==> src/rtl/mem_port_arbiter_if.sv <==
// Bundle of the processor-side fetch/data buses and the shared memory bus.
// The slave modport is the arbiter's view; master is the surrounding system.
interface mem_port_arbiter_if #(
  parameter int ADDR_WIDTH = 32,
  parameter int DATA_WIDTH = 32
);
  logic                  i_req;
  logic [ADDR_WIDTH-1:0] i_addr;
  logic [DATA_WIDTH-1:0] i_data;
  logic                  i_miss;

  logic                  d_en;
  logic                  d_rw;
  logic [ADDR_WIDTH-1:0] d_addr;
  logic [DATA_WIDTH-1:0] d_wdata;
  logic [DATA_WIDTH-1:0] d_rdata;
  logic                  d_miss;

  logic                  m_req;
  logic                  m_rw;
  logic [ADDR_WIDTH-1:0] m_addr;
  logic [DATA_WIDTH-1:0] m_wdata;
  logic                  m_ack;
  logic [DATA_WIDTH-1:0] m_rdata;
  logic                  bus_err;

  modport slave (
    input  i_req, i_addr, d_en, d_rw, d_addr, d_wdata, m_ack, m_rdata,
    output i_data, i_miss, d_rdata, d_miss, m_req, m_rw, m_addr, m_wdata, bus_err
  );

  modport master (
    output i_req, i_addr, d_en, d_rw, d_addr, d_wdata, m_ack, m_rdata,
    input  i_data, i_miss, d_rdata, d_miss, m_req, m_rw, m_addr, m_wdata, bus_err
  );
endinterface

==> src/rtl/mem_port_arbiter.sv <==
// Round-robin arbiter sharing one single-ported memory between the fetch and
// data ports, with req/ack sequencing and a watchdog that aborts hung accesses.
module mem_port_arbiter #(
  parameter int ADDR_WIDTH = 32,
  parameter int DATA_WIDTH = 32,
  parameter int TIMEOUT    = 64
) (
  input  logic              clk_i,
  input  logic              rst_ni,
  mem_port_arbiter_if.slave bus
);

  localparam int CNT_W = $clog2(TIMEOUT);
  localparam logic [CNT_W-1:0] CNT_LAST = CNT_W'(TIMEOUT - 1);
  localparam logic PORT_I = 1'b0;
  localparam logic PORT_D = 1'b1;

  typedef enum logic [1:0] {S_IDLE, S_BUSY, S_RESP} state_e;

  state_e                state_q, state_d;
  logic                  owner_q, owner_d;
  logic                  last_q, last_d;
  logic [CNT_W-1:0]      cnt_q, cnt_d;
  logic                  m_req_q, m_req_d;
  logic                  m_rw_q, m_rw_d;
  logic [ADDR_WIDTH-1:0] m_addr_q, m_addr_d;
  logic [DATA_WIDTH-1:0] m_wdata_q, m_wdata_d;
  logic [DATA_WIDTH-1:0] i_data_q, i_data_d;
  logic [DATA_WIDTH-1:0] d_rdata_q, d_rdata_d;
  logic                  bus_err_q, bus_err_d;
  logic                  grant;

  always_ff @(posedge clk_i or negedge rst_ni) begin
    if (!rst_ni) begin
      state_q   <= S_IDLE;
      owner_q   <= PORT_I;
      last_q    <= PORT_I;
      cnt_q     <= '0;
      m_req_q   <= 1'b0;
      m_rw_q    <= 1'b0;
      m_addr_q  <= '0;
      m_wdata_q <= '0;
      i_data_q  <= '0;
      d_rdata_q <= '0;
      bus_err_q <= 1'b0;
    end else begin
      state_q   <= state_d;
      owner_q   <= owner_d;
      last_q    <= last_d;
      cnt_q     <= cnt_d;
      m_req_q   <= m_req_d;
      m_rw_q    <= m_rw_d;
      m_addr_q  <= m_addr_d;
      m_wdata_q <= m_wdata_d;
      i_data_q  <= i_data_d;
      d_rdata_q <= d_rdata_d;
      bus_err_q <= bus_err_d;
    end
  end

  always_comb begin
    state_d   = state_q;
    owner_d   = owner_q;
    last_d    = last_q;
    cnt_d     = cnt_q;
    m_req_d   = m_req_q;
    m_rw_d    = m_rw_q;
    m_addr_d  = m_addr_q;
    m_wdata_d = m_wdata_q;
    i_data_d  = i_data_q;
    d_rdata_d = d_rdata_q;
    bus_err_d = 1'b0;
    // With both ports pending, the one not served last wins.
    grant     = (bus.i_req && bus.d_en) ? ~last_q : bus.d_en;

    case (state_q)
      S_IDLE: begin
        cnt_d = '0;
        if (bus.i_req || bus.d_en) begin
          owner_d   = grant;
          last_d    = grant;
          state_d   = S_BUSY;
          m_req_d   = 1'b1;
          m_addr_d  = (grant == PORT_D) ? bus.d_addr : bus.i_addr;
          m_rw_d    = (grant == PORT_D) ? bus.d_rw : 1'b0;
          m_wdata_d = (grant == PORT_D) ? bus.d_wdata : '0;
        end
      end
      S_BUSY: begin
        if (bus.m_ack) begin
          m_req_d = 1'b0;
          state_d = S_RESP;
          if (owner_q == PORT_I) begin
            i_data_d = bus.m_rdata;
          end else if (!m_rw_q) begin
            d_rdata_d = bus.m_rdata;
          end
        end else if (cnt_q == CNT_LAST) begin
          // Watchdog abort: read results are forced to zero.
          m_req_d   = 1'b0;
          bus_err_d = 1'b1;
          state_d   = S_RESP;
          if (owner_q == PORT_I) begin
            i_data_d = '0;
          end else if (!m_rw_q) begin
            d_rdata_d = '0;
          end
        end else begin
          cnt_d = cnt_q + 1'b1;
        end
      end
      S_RESP: begin
        state_d = S_IDLE;
        cnt_d   = '0;
      end
      default: begin
        state_d = S_IDLE;
        cnt_d   = '0;
      end
    endcase
  end

  always_comb begin
    bus.i_miss = bus.i_req & ~((state_q == S_RESP) && (owner_q == PORT_I));
    bus.d_miss = bus.d_en  & ~((state_q == S_RESP) && (owner_q == PORT_D));
  end

  assign bus.i_data  = i_data_q;
  assign bus.d_rdata = d_rdata_q;
  assign bus.m_req   = m_req_q;
  assign bus.m_rw    = m_rw_q;
  assign bus.m_addr  = m_addr_q;
  assign bus.m_wdata = m_wdata_q;
  assign bus.bus_err = bus_err_q;

endmodule

==> src/flat_wrapper.sv <==
// flat-port wrapper written by rule: the top's interface ports become plain ports
module mem_port_arbiter_flat 
#(
  parameter int ADDR_WIDTH = 32,
  parameter int DATA_WIDTH = 32,
  parameter int TIMEOUT    = 64
)
  (clk_i, rst_ni, bus_i_req, bus_i_addr, bus_d_en, bus_d_rw, bus_d_addr, bus_d_wdata, bus_m_ack, bus_m_rdata, bus_i_data, bus_i_miss, bus_d_rdata, bus_d_miss, bus_m_req, bus_m_rw, bus_m_addr, bus_m_wdata, bus_bus_err);
  mem_port_arbiter_if #(.ADDR_WIDTH(ADDR_WIDTH), .DATA_WIDTH(DATA_WIDTH)) bus_i ();
  input  logic clk_i;
  input  logic rst_ni;
  input wire logic [$bits(bus_i.i_req)-1:0] bus_i_req;
  input wire logic [$bits(bus_i.i_addr)-1:0] bus_i_addr;
  input wire logic [$bits(bus_i.d_en)-1:0] bus_d_en;
  input wire logic [$bits(bus_i.d_rw)-1:0] bus_d_rw;
  input wire logic [$bits(bus_i.d_addr)-1:0] bus_d_addr;
  input wire logic [$bits(bus_i.d_wdata)-1:0] bus_d_wdata;
  input wire logic [$bits(bus_i.m_ack)-1:0] bus_m_ack;
  input wire logic [$bits(bus_i.m_rdata)-1:0] bus_m_rdata;
  output wire logic [$bits(bus_i.i_data)-1:0] bus_i_data;
  output wire logic [$bits(bus_i.i_miss)-1:0] bus_i_miss;
  output wire logic [$bits(bus_i.d_rdata)-1:0] bus_d_rdata;
  output wire logic [$bits(bus_i.d_miss)-1:0] bus_d_miss;
  output wire logic [$bits(bus_i.m_req)-1:0] bus_m_req;
  output wire logic [$bits(bus_i.m_rw)-1:0] bus_m_rw;
  output wire logic [$bits(bus_i.m_addr)-1:0] bus_m_addr;
  output wire logic [$bits(bus_i.m_wdata)-1:0] bus_m_wdata;
  output wire logic [$bits(bus_i.bus_err)-1:0] bus_bus_err;
  assign bus_i.i_req = bus_i_req;
  assign bus_i.i_addr = bus_i_addr;
  assign bus_i.d_en = bus_d_en;
  assign bus_i.d_rw = bus_d_rw;
  assign bus_i.d_addr = bus_d_addr;
  assign bus_i.d_wdata = bus_d_wdata;
  assign bus_i.m_ack = bus_m_ack;
  assign bus_i.m_rdata = bus_m_rdata;
  assign bus_i_data = bus_i.i_data;
  assign bus_i_miss = bus_i.i_miss;
  assign bus_d_rdata = bus_i.d_rdata;
  assign bus_d_miss = bus_i.d_miss;
  assign bus_m_req = bus_i.m_req;
  assign bus_m_rw = bus_i.m_rw;
  assign bus_m_addr = bus_i.m_addr;
  assign bus_m_wdata = bus_i.m_wdata;
  assign bus_bus_err = bus_i.bus_err;
  mem_port_arbiter #(.ADDR_WIDTH(ADDR_WIDTH), .DATA_WIDTH(DATA_WIDTH), .TIMEOUT(TIMEOUT)) u_core (.clk_i(clk_i), .rst_ni(rst_ni), .bus(bus_i));
endmodule
==> config.mk <==
export PLATFORM = sky130hd
export DESIGN_NAME = mem_port_arbiter_flat
export DESIGN_NICKNAME = d
export VERILOG_FILES = /design/src/rtl/mem_port_arbiter_if.sv /design/src/rtl/mem_port_arbiter.sv /design/src/flat_wrapper.sv
export SDC_FILE = /design/constraint.sdc
export NUM_CORES = 1
export LEC_CHECK = 0
export CAP_MARGIN = 20
export CORE_ASPECT_RATIO = 1.2
export CORE_MARGIN = 3
export CORE_UTILIZATION = 44
export CTS_BUF_LIST = sky130_fd_sc_hd__clkbuf_4
export DETAILED_ROUTE_END_ITERATION = 8
export PLACE_DENSITY = 0.91
export SLEW_MARGIN = 20
export SYNTH_ARGS = -nofsm -noshare
export SYNTH_HDL_FRONTEND = slang
export SYNTH_SLANG_ARGS = --single-unit
==> constraint.sdc <==
create_clock -name clk_i -period 2.2 [get_ports clk_i]
set_clock_uncertainty 0.15 [all_clocks]
set_input_delay 0.44 -clock clk_i [delete_from_list [all_inputs] [get_ports clk_i]]
set_output_delay 0.44 -clock clk_i [all_outputs]
set_load 0.03 [all_outputs]
Word-level counts from Yosys, hierarchy flattened
Index checks and enable logic that the tools add are counted.
{"block": "word_totals", "ff_bits": 140, "output_inout_bits": 133, "in_bits": 134, "elab_cells": 65}
{"block": "classes", "n_addsub": 1, "mux": 28, "n_eq_ne": 7, "reduce_logical": 13, "bitwise": 6}
{"operator": "two-way mux 32 bit", "n": 12}
{"operator": "two-way mux 6 bit", "n": 3}
{"operator": "two-way mux 1 bit", "n": 8}
{"operator": "adder 6 x 1 -> 6 bit, second input constant", "n": 1}
{"operator": "== test 6 bit, second input constant", "n": 1}
{"operator": "two-way mux 2 bit", "n": 3}
{"operator": "AND reduction 2 bit", "n": 3}
{"operator": "AND reduction 3 bit", "n": 2}
{"operator": "!= test 2 bit, second input constant", "n": 2}
{"operator": "inverter 1 bit", "n": 4}
{"operator": "case mux 2 bit (2 select lines)", "n": 1}
{"operator": "AND reduction 4 bit", "n": 1}
{"operator": "nonzero test 2 bit", "n": 2}
{"operator": "logical AND 1 bit", "n": 3}
{"operator": "!= test 3 x 2 -> 1 bit, second input constant", "n": 1}
{"operator": "AND 1 bit", "n": 2}
{"operator": "== test 2 x 1 -> 1 bit, second input constant", "n": 1}
{"operator": "== test 2 bit, second input constant", "n": 1}
{"operator": "logical NOT 2 bit", "n": 1}
{"operator": "!= test 2 x 1 -> 1 bit, second input constant", "n": 1}
{"operator": "case mux 1 bit (2 select lines)", "n": 1}
{"operator": "logical OR 1 bit", "n": 1}

Depth between registers and ports, before layout
Gate-level depths: netlist of run 1.
{"block": "logic_depth", "depth_word": 4, "depth_mapped": 5, "mapped_depth_nobuf": 4}

Worst setup path before layout of run 1
No wires, ideal clock.
{"block": "synth_timing", "path_type": "input to register", "startpoint": "input port bus_d_en", "endpoint": "register u_core.m_addr_q[10] (netlist: u_core.bus.m_addr[10])", "path_stages": 4, "setup_slack_ns": 0.454, "t_arrival_ns": 1.471, "setup_ns": 0.125, "cell_sequence": "a21boi_2 buf_6 mux2_2 mux2_2"}
{"block": "synth_via", "elab_chain_cells": 3, "elab_cells_between_ends": 5, "cone_classes": "mux: 2; reduce/logical: 3"}
{"item": "start, declared", "line_no": "flat_wrapper.sv:14", "text": "input wire logic [$bits(bus_i.d_en)-1:0] bus_d_en;"}
{"item": "logical AND 1 bit", "line_no": "mem_port_arbiter.sv:74", "text": "grant = (bus.i_req && bus.d_en) ? ~last_q : bus.d_en;"}
{"item": "two-way mux 1 bit", "line_no": "mem_port_arbiter.sv:74"}
{"item": "two-way mux 32 bit", "line_no": "mem_port_arbiter.sv:84", "text": "m_addr_d = (grant == PORT_D) ? bus.d_addr : bus.i_addr;"}
{"item": "end signal, assigned", "line_no": "mem_port_arbiter.sv:53", "text": "m_addr_q <= m_addr_d;"}
{"item": "end, declared", "line_no": "mem_port_arbiter.sv:26", "text": "logic [ADDR_WIDTH-1:0] m_addr_q, m_addr_d;"}
Parallel ways exist; a longest one is shown, timed or not.
A chain may end at the register's enable or synchronous reset.

Final worst setup path of run 1
{"block": "layout_timing", "startpoint": "register u_core.state_q[0]", "endpoint": "output port bus_i_miss"}
{"block": "layout_via", "elab_chain_cells": 4}
{"item": "start, declared", "line_no": "mem_port_arbiter.sv:20", "text": "state_e state_q, state_d;"}
{"item": "start signal, assigned", "line_no": "mem_port_arbiter.sv:47", "text": "state_q <= state_d;"}
{"item": "== test 2 bit", "line_no": "mem_port_arbiter.sv:124", "text": "bus.i_miss = bus.i_req & ~((state_q == S_RESP) && (owner_q == PORT_I));"}
{"item": "logical AND 1 bit", "line_no": "mem_port_arbiter.sv:124"}
{"item": "inverter 1 bit", "line_no": "mem_port_arbiter.sv:124"}
{"item": "AND 1 bit", "line_no": "mem_port_arbiter.sv:124"}
{"item": "end, declared", "line_no": "flat_wrapper.sv:21", "text": "output wire logic [$bits(bus_i.i_miss)-1:0] bus_i_miss;"}
No other way between the ends.

==> results.cfg, run 1 <==
[status]
status = complete, no violations

[timing]
worst_pin_slew_ns = 0.805
final_hold_viol_count = 0
clock.fmax_mhz = 472
maxSlewHeadroom_pct = 46.4
grt_setup_unrepaired = no
min_period_ns = 2.12
worst_hold_slack_ns = 0.212
finalCritPeriodShare_pct = 96.3
drv_slew = 0
fin_tns_setup_ns = 0
setup_violations = 0

[die]
fp.dieW_um = 115
start_util_pct = 45.4
die-area_um2 = 15900
die_height_um = 137
io_pins = 267
coreArea_um2 = 13900
rows = 47

[synthesis]
synth_flop_cell = dfrtp_1
ys_warn_count = 0
synth_top_area_cell = dfrtp_1
syn-cell-area_um2 = 6330
synthCells = 513
syn_area_per_cell_um2 = 12.3
synth_mux_area_share_pct = 11.7
ys_top_cells_by_count = 140 x dfrtp_1, 64 x mux2_2, 36 x inv_1
synth-simple-area-share_pct = 8.68
synth.most_common_cell = dfrtp_1
yosysSeqAreaShare_pct = 55.4
synth_edf_count = 0
synth_top_family_by_area = compound AO/OA/AOI/OAI gates
synth-xor-area-share_pct = 0
synth-compound-area-share_pct = 17.4
synth.top_cell.area_share_pct = 55.4
yosysUniqueCellTypes = 39
syn-num-nets = 648
synth_seq_cells = 140
async_flop_share_pct = 100
synthAdderAreaFrac_pct = 0.198
synth_area_leaders = dfrtp_1 55%, mux2_2 11%, a22o_1 4.6%, a211o_1 4.4%, a22oi_1 3.9%

[clock_tree]
cts-root-buf = clkbuf_4
cts_tree = built
htree_levels = 4
cts_buffer_depth = 2
cts_made_buffers = 17
cts.sinks = 140
clkTransAtPathRegs_ns = 0.13
clock_latency_ns = 0.54

[place]
io_buffer_count = 266
place_congestion = 0.832
dp_hpwl_mm = 14.4

[drt]
wire_per_inst_um = 20.4
drc = 0
drt-initial-drc-count = 344
drt-total-wl_mm = 19.7
vias = 5333
avgViaCountPerCell = 5.51
route.antenna.remaining_nets = 0
dr.pass1.iters = 6

[pwr]
max-vdd-ir-drop_v = 0.000931
power.density_nw_per_um2 = 1490
p_leak_nw = 4.31
finalPower_mw = 14.1

[global_route]
grt_pass1_wl_mm = 30.1
track_usage_pct = 24.8
grt_pass1_vias = 5675
grt_overflow = 0
grt_max_degree = 65
antenna_found_initial = 1

[finish]
multi_input_area_um2 = 2420
drive_above_1_share_pct = 16.7
layout.nets = 918
regArea_um2 = 3510
utilization_pct = 67.9
fill_cells = 1014
area_growth_pct = 49.5

[critical_path]
arrival_ns = 1.53
cp_max_fo = 6
worstSetupPathType = reg -> out
worstPathRequired_ns = 1.61
crit_path_end_kind = primary output
cp-start-kind = flip-flop

[worst_hold_path]
min_path_type = in -> async

[flow_run]
drv_cap = 0
==> kinds of logic (layout without fill, tap and decap cells) <==
group | count (synthesis) | in the layout
AOI/OAI and AO/OA | 145 | 145
adders and majority gates | 1 | 1
buffers and inverters | 76 | 359
DFF | 140 | 140
muxes | 66 | 66
other | 0 | 1
and+or+nand+nor | 85 | 85
==> final cells by class <==
cell class / count / area share (%)
antenna: 1 / 0.0265
clock buffer: 18 / 1.43
clock inverter: 14 / 2.55
inverter: 36 / 1.43
multi-input combinational: 297 / 25.6
sequential: 140 / 37.1
tap: 171 / 2.26
timing repair buffer: 291 / 29.6
==> state kept, by name (all words and copies together) (netlist names) <==
signal / flops
u_core.bus.m_req: 1
u_core.bus.m_wdata: 32
u_core.bus.m_addr: 32
u_core.cnt_q: 6
u_core.bus.bus_err: 1
u_core.state_q: 2
u_core.bus.m_rw: 1
u_core.bus.i_data: 32
u_core.bus.d_rdata: 32
u_core.last_q: 1
==> path summary, 6_finish.rpt <==
| path | from | end | slack, ns | depth (start not counted) |
|---|---|---|---|---|
| worst max register to register | u_core.last_q | u_core.bus.i_data[7] | 0.19 | 4 |
| min in group clk_i | bus_d_wdata[20] | u_core.bus.m_wdata[20] | 0.31 | 2 |
| worst min register to register | u_core.bus.m_wdata[21] | u_core.bus.m_wdata[21] | 0.36 | 1 |
| max in group asynchronous | rst_ni | u_core.state_q[0] | 1.06 | 3 |
| worst max-delay path | u_core.state_q[0] | bus_i_miss | 0.08 | 2 |
| worst min-delay path | rst_ni | u_core.bus.m_addr[25] | 0.21 | 2 |
==> cells in the final DEF, fill, tap and decap left out, types with 16 or more instances in the layout <==
cell	count
nor2b_1	29
clkbuf_4	18
clkdlybuf4s50_1	132
dlygate4sd2_1	131
o21ai_1	30
inv_1	36
a22o_1	33
a211o_1	32
and3_1	32
mux2_2	64
a22oi_1	33
buf_4	16
dfrtp_1	138
==> where the power goes <==
group,total (mW),leakage (nW),switching (mW),internal [mW]
Sequential,4.54,1.58,0.801,3.74
Combinational,7.43,2.54,4.46,2.98
Clock,2.15,0.187,0.998,1.15
Total,14.1,4.31,6.25,7.87
==> through the flow <==
stage	instance area (um2)	worst slack, ns	cells
floorplan	6330	0.454	513
global placement	9190	-0.00562	929
detailed placement	9190	-0.0565	929
CTS	9440	0.00225	965
global route	9460	0.00617	968
finish	9460	0.0808	968
==> layer usage <==
layer,wire length [um],GRT usage [%]
met5,0,0
met2,10200,43.2
met3,1960,10.3
met4,492,8.22
met1,7050,27.2
==> worst max-delay path, stage by stage, from the launching register on <==
cell,delay (ns)
dfrtp_2,0.47
o31a_2,0.35
buf_4,0.17
==> timing repair <==
action                                 4_1_cts  5_1_grt
gates resized for setup                    133        1
pin swaps                                    0        0
endpoints found under the hold margin      123        0
hold buffers                                 1        0
buffers inserted                             3        2
setup endpoints to repair                  133        2
Note: power is estimated with default switching activity, not from simulation.
==> run 2, diff against run 1 <==
--- a/config.mk
+++ b/config.mk
@@ -9,7 +9,7 @@
 export CORE_ASPECT_RATIO = 1.2
 export CORE_MARGIN = 3
 export CORE_UTILIZATION = 44
-export CTS_BUF_LIST = sky130_fd_sc_hd__clkbuf_4
+export CTS_BUF_LIST = sky130_fd_sc_hd__clkbuf_8
 export DETAILED_ROUTE_END_ITERATION = 8
 export PLACE_DENSITY = 0.91
 export SLEW_MARGIN = 20
==> results.cfg, run 2 (synthesis gave the netlist of run 1 again) <==
[global_route]
grt_pass1_wl_mm = 30.0
grt_pass1_vias = 5678
track_usage_pct = 24.6
antenna_found_initial = 0
grt_max_degree = 65
grt_overflow = 0

[die]
fp.dieW_um = 115
rows = 47
coreArea_um2 = 13900
die_height_um = 137
io_pins = 267
start_util_pct = 45.4
die-area_um2 = 15900

[timing]
finalCritPeriodShare_pct = 97.0
setup_slack_ns = 0.0660
maxSlewHeadroom_pct = 47.5
grt_setup_unrepaired = no
min_period_ns = 2.13
clock.fmax_mhz = 469
final_hold_viol_count = 0
worst_pin_slew_ns = 0.787
drv_slew = 0
setup_violations = 0
worst_hold_slack_ns = 0.326

[finish]
design_area_um2 = 9700
utilization_pct = 69.6
area_growth_pct = 53.3
fill_cells = 940
drive_above_1_share_pct = 15.9
n_antenna_cell = 0
layout_commonest_cell = clkdlybuf4s50_1
final_cell_mix = 256 x clkdlybuf4s50_1, 140 x dfrtp_1, 64 x mux2_2
layout.nets = 913

[pwr]
max-vdd-ir-drop_v = 0.00111
switching_share_pct = 41.2
power.density_nw_per_um2 = 1570
clkPwrFrac_pct = 16.5
pwr-share-seq_pct = 30.2
switching_power_mw = 6.29
p_comb_share_pct = 53.3
p_leak_nw = 4.28
p_int_mw = 8.96

[place]
dp_slack_ns = -0.0565
post_dp_cell_area_um2 = 9190
dp_hpwl_mm = 14.4
place_congestion = 0.832
io_buffer_count = 266

[flow_run]
drv_cap = 0

[drt]
dr.pass1.iters = 5
wl_met1_mm = 7.00
drc = 0
met2WireLength_mm = 9.89
route.antenna.remaining_nets = 0
drt-total-wl_mm = 19.5
drt-initial-drc-count = 391
vias = 5324
met3WireLength_mm = 1.93
wire_per_inst_um = 20.2
top_layer = met4
avgViaCountPerCell = 5.53

[critical_path]
worstPathRequired_ns = 1.61
critPathMaxStageDelay_ns = 0.74
cp_max_fo = 2
cp_slowest_cell = clkdlybuf4s50_1
cp-start-kind = flip-flop
crit_path_end_kind = primary output
worstSetupPathType = reg -> out
crit_family = buffers and inverters
arrival_ns = 1.54
crit_buf_inv = 1
path_cells = clkdlybuf4s50_1

[clock_tree]
cts_made_buffers = 17
clock_latency_ns = 0.43
cts_setup_buffers = 0
cts.sinks = 140
clkTransAtPathRegs_ns = 0.08
cts_tree = built
cts_buffer_depth = 2
htree_levels = 4
cts-root-buf = clkbuf_8

[worst_hold_path]
min_path_type = in -> async

[status]
status = complete, no violations
==> run 2: changes by cell type in the layout (fill, tap and decap cells not counted), moves of 2 or more <==
cell             before  now
dfrtp_2               2    0
dfrtp_1             138  140
dlymetal6s2s_1        0    6
clkdlybuf4s50_1     132  256
dlygate4sd2_1       131    1
clkbuf_8              0   18
buf_4                16   12
clkbuf_4             18    0
==> run 2: final timing paths <==
kind                                        startpoint                      to  slack, ns  cells past startpoint
worst max-delay path            u_core.bus.m_wdata[31]         bus_m_wdata[31]       0.07                      1
worst min register to register  u_core.bus.m_wdata[25]  u_core.bus.m_wdata[25]       0.35                      1
worst max register to register           u_core.last_q   u_core.bus.i_data[26]       0.29                      3
max in group asynchronous                       rst_ni  u_core.bus.d_rdata[31]       0.94                      3
min in group clk_i              u_core.bus.m_wdata[25]  u_core.bus.m_wdata[25]       0.35                      1
worst min-delay path                            rst_ni   u_core.bus.d_rdata[8]       0.33                      2
==> run 2: metal layers <==
layer / GRT usage [%] / vias up
met5: 0 / -
met4: 10.8 / 0
met3: 9.89 / 43
met2: 41.2 / 285
met1: 27.6 / 2606
li1: - / 2390
==> run 2: power groups by stage <==
stage | Clock, mW | Sequential (mW) | Combinational [mW]
2_1_floorplan | 0 | 6.73 | 2.60
3_3_place_gp | 0 | 4.54 | 7.93
3_5_place_dp | 0 | 4.62 | 8.16
4_1_cts | 2.58 | 4.60 | 8.19
5_1_grt | 2.68 | 4.76 | 8.57
6_report | 2.52 | 4.61 | 8.13
==> run 2: area by class of cell <==
cell class	count	area, um2	area share (%)
clock inverter	14	241	2.49
multi-input combinational	297	2420	25.0
timing repair buffer	286	2940	30.3
clock buffer	18	248	2.55
tap	171	214	2.21
sequential	140	3500	36.1
inverter	36	135	1.39
==> run 2: through the flow <==
step	total power, mW	std cells	setup TNS (ns)
floorplan	9.33	513	0
global placement	12.5	929	-0.0267
detailed placement	12.8	929	-1.35
CTS	15.4	962	0
global route	16.0	962	0
finish	15.3	962	0
==> run 2: repair_timing <==
item / 4_1_cts / 5_1_grt
setup endpoints to repair: 1 / 6
hold buffers: 1 / 0
resized for setup: 1 / 6
endpoints found under the hold margin: 35 / 0
cloned: 0 / 0
==> run 3, diff against run 2 <==
==> constraint.sdc (replaced) <==
create_clock -name clk_i -period 2.2 [get_ports clk_i]
set_clock_uncertainty 0.15 [all_clocks]
set_input_delay 0.55 -clock clk_i [delete_from_list [all_inputs] [get_ports clk_i]]
set_output_delay 0.55 -clock clk_i [all_outputs]
set_load 0.03 [all_outputs]
==> results.cfg, run 3 (synthesis gave the netlist of run 1 again) <==
[status]
status = complete, no violations

[worst_hold_path]
worstHoldStart = u_core.bus.d_rdata[12]
min_path_type = reg -> reg

[clock_tree]
clkTransAtPathRegs_ns = 0.08
cts_made_buffers = 17
cts.sinks = 140
cts_tree = built
clock_latency_ns = 0.44
htree_levels = 4
cts-root-buf = clkbuf_8
cts_buffer_depth = 2

[place]
place_congestion = 0.820
dp_hpwl_mm = 15.0
post_dp_cell_area_um2 = 9200
io_buffer_count = 266
dp_slack_ns = -0.200

[drt]
drt-total-wl_mm = 20.5
vias = 5402
route.antenna.remaining_nets = 0
wire_per_inst_um = 21.3
met3WireLength_mm = 1.65
top_layer = met4
drt-initial-drc-count = 534
drc = 0
avgViaCountPerCell = 5.60
dr.pass1.iters = 4
wl_met1_mm = 7.26
met2WireLength_mm = 10.3

[global_route]
track_usage_pct = 26.0
grt_overflow = 0
antenna_found_initial = 1
grt_max_degree = 65
grt_pass1_vias = 5832
grt_pass1_wl_mm = 31.3

[critical_path]
worstSetupPathType = reg -> out
r2r_start = u_core.state_q[1]
arrival_ns = 1.42
worstPathRequired_ns = 1.50
crit_start = u_core.state_q[0]
path_cells = o31a_2 > buf_4
crit_end = bus_i_miss
worst-path-stages = 2
crit_buf_inv = 1
cp_slowest_cell = dfrtp_2
cp-start-kind = flip-flop
crit_family = flip-flops
crit_path_end_kind = primary output
r2r.worst_path.cells = 4
ff2ff_setup_slack_ns = 0.31
rr_endpoint = u_core.bus.i_data[13]
cp_max_fo = 8
critPathMaxStageDelay_ns = 0.46

[finish]
design_area_um2 = 9540
layout.nets = 914
final_cell_mix = 138 x dfrtp_1, 130 x clkdlybuf4s50_1, 129 x dlygate4sd2_1
layout_commonest_cell = dfrtp_1
area_growth_pct = 50.8
fill_cells = 1016
utilization_pct = 68.5
drive_above_1_share_pct = 16.3

[die]
start_util_pct = 45.4
coreArea_um2 = 13900
rows = 47
die_height_um = 137
fp.dieW_um = 115
io_pins = 267
die-area_um2 = 15900

[pwr]
p_int_mw = 8.09
power.density_nw_per_um2 = 1510
clkPwrFrac_pct = 16.8
switching_power_mw = 6.34
pwr-share-seq_pct = 31.9
finalPower_mw = 14.4
p_comb_share_pct = 51.4
switching_share_pct = 43.9
max-vdd-ir-drop_v = 0.000898
p_leak_nw = 4.37

[timing]
drv_slew = 0
min_period_ns = 2.12
clock.fmax_mhz = 471
finalCritPeriodShare_pct = 96.5
setup_violations = 0
setup_slack_ns = 0.0774
maxSlewHeadroom_pct = 47.9
final_hold_viol_count = 0
grt_setup_unrepaired = no
worst_pin_slew_ns = 0.781
worst_hold_slack_ns = 0.358

[flow_run]
drv_cap = 0
==> run 3: through the flow <==
| stage | TNS [ns] | instances |
|---|---|---|
| global route | 0 | 964 |
| global placement | -4.00 | 929 |
| finish | 0 | 964 |
| floorplan | 0 | 513 |
| detailed placement | -11.05 | 929 |
| CTS | 0 | 963 |
==> run 3: area by class of cell <==
| type | count | area, um2 | area share, % |
|---|---|---|---|
| sequential | 140 | 3510 | 36.7 |
| timing repair buffer | 287 | 2800 | 29.3 |
| multi-input combinational | 297 | 2420 | 25.4 |
| clock buffer | 18 | 248 | 2.60 |
| clock inverter | 14 | 216 | 2.27 |
| tap | 171 | 214 | 2.24 |
| inverter | 36 | 135 | 1.42 |
| antenna | 1 | 2.50 | 0.0262 |
==> run 3: worst register-to-register path, cell delays in order (launching register included) <==
cell	delay, ns
dfrtp_1	0.39
buf_4	0.16
and4bb_2	0.81
a22oi_1	0.18
o21ai_1	0.14
==> run 3: worst min-delay path by stage <==
stage	to	cells after the start
final	u_core.bus.d_rdata[12]	1
after global routing	u_core.bus.m_addr[23]	1
after CTS	u_core.bus.d_rdata[12]	1
after detailed placement	u_core.bus.d_rdata[4]	1
after global placement	u_core.bus.i_data[4]	1
after floorplan	u_core.bus.bus_err	0
==> run 3: power groups by stage <==
stage | Combinational (mW) | Sequential, mW | Clock [mW]
after floorplan | 2.60 | 6.73 | 0
after global placement | 7.93 | 4.55 | 0
after detailed placement | 8.18 | 4.65 | 0
after CTS | 7.48 | 4.59 | 2.47
after global routing | 7.86 | 4.74 | 2.58
final | 7.41 | 4.60 | 2.42
==> run 3: routing by layer <==
| metal | GRT usage [%] | vias up |
|---|---|---|
| met5 | 0 | - |
| li1 | - | 2395 |
| met1 | 28.0 | 2630 |
| met2 | 43.9 | 297 |
| met4 | 16.9 | 0 |
| met3 | 8.35 | 80 |
==> run 3: repair_timing <==
action                                  4_1_cts  5_1_grt
setup buffers                                 1        0
endpoints found under the setup margin      130        5
gates resized for setup                     131        6
hold endpoints to repair                     35        0
hold buffers                                  1        0
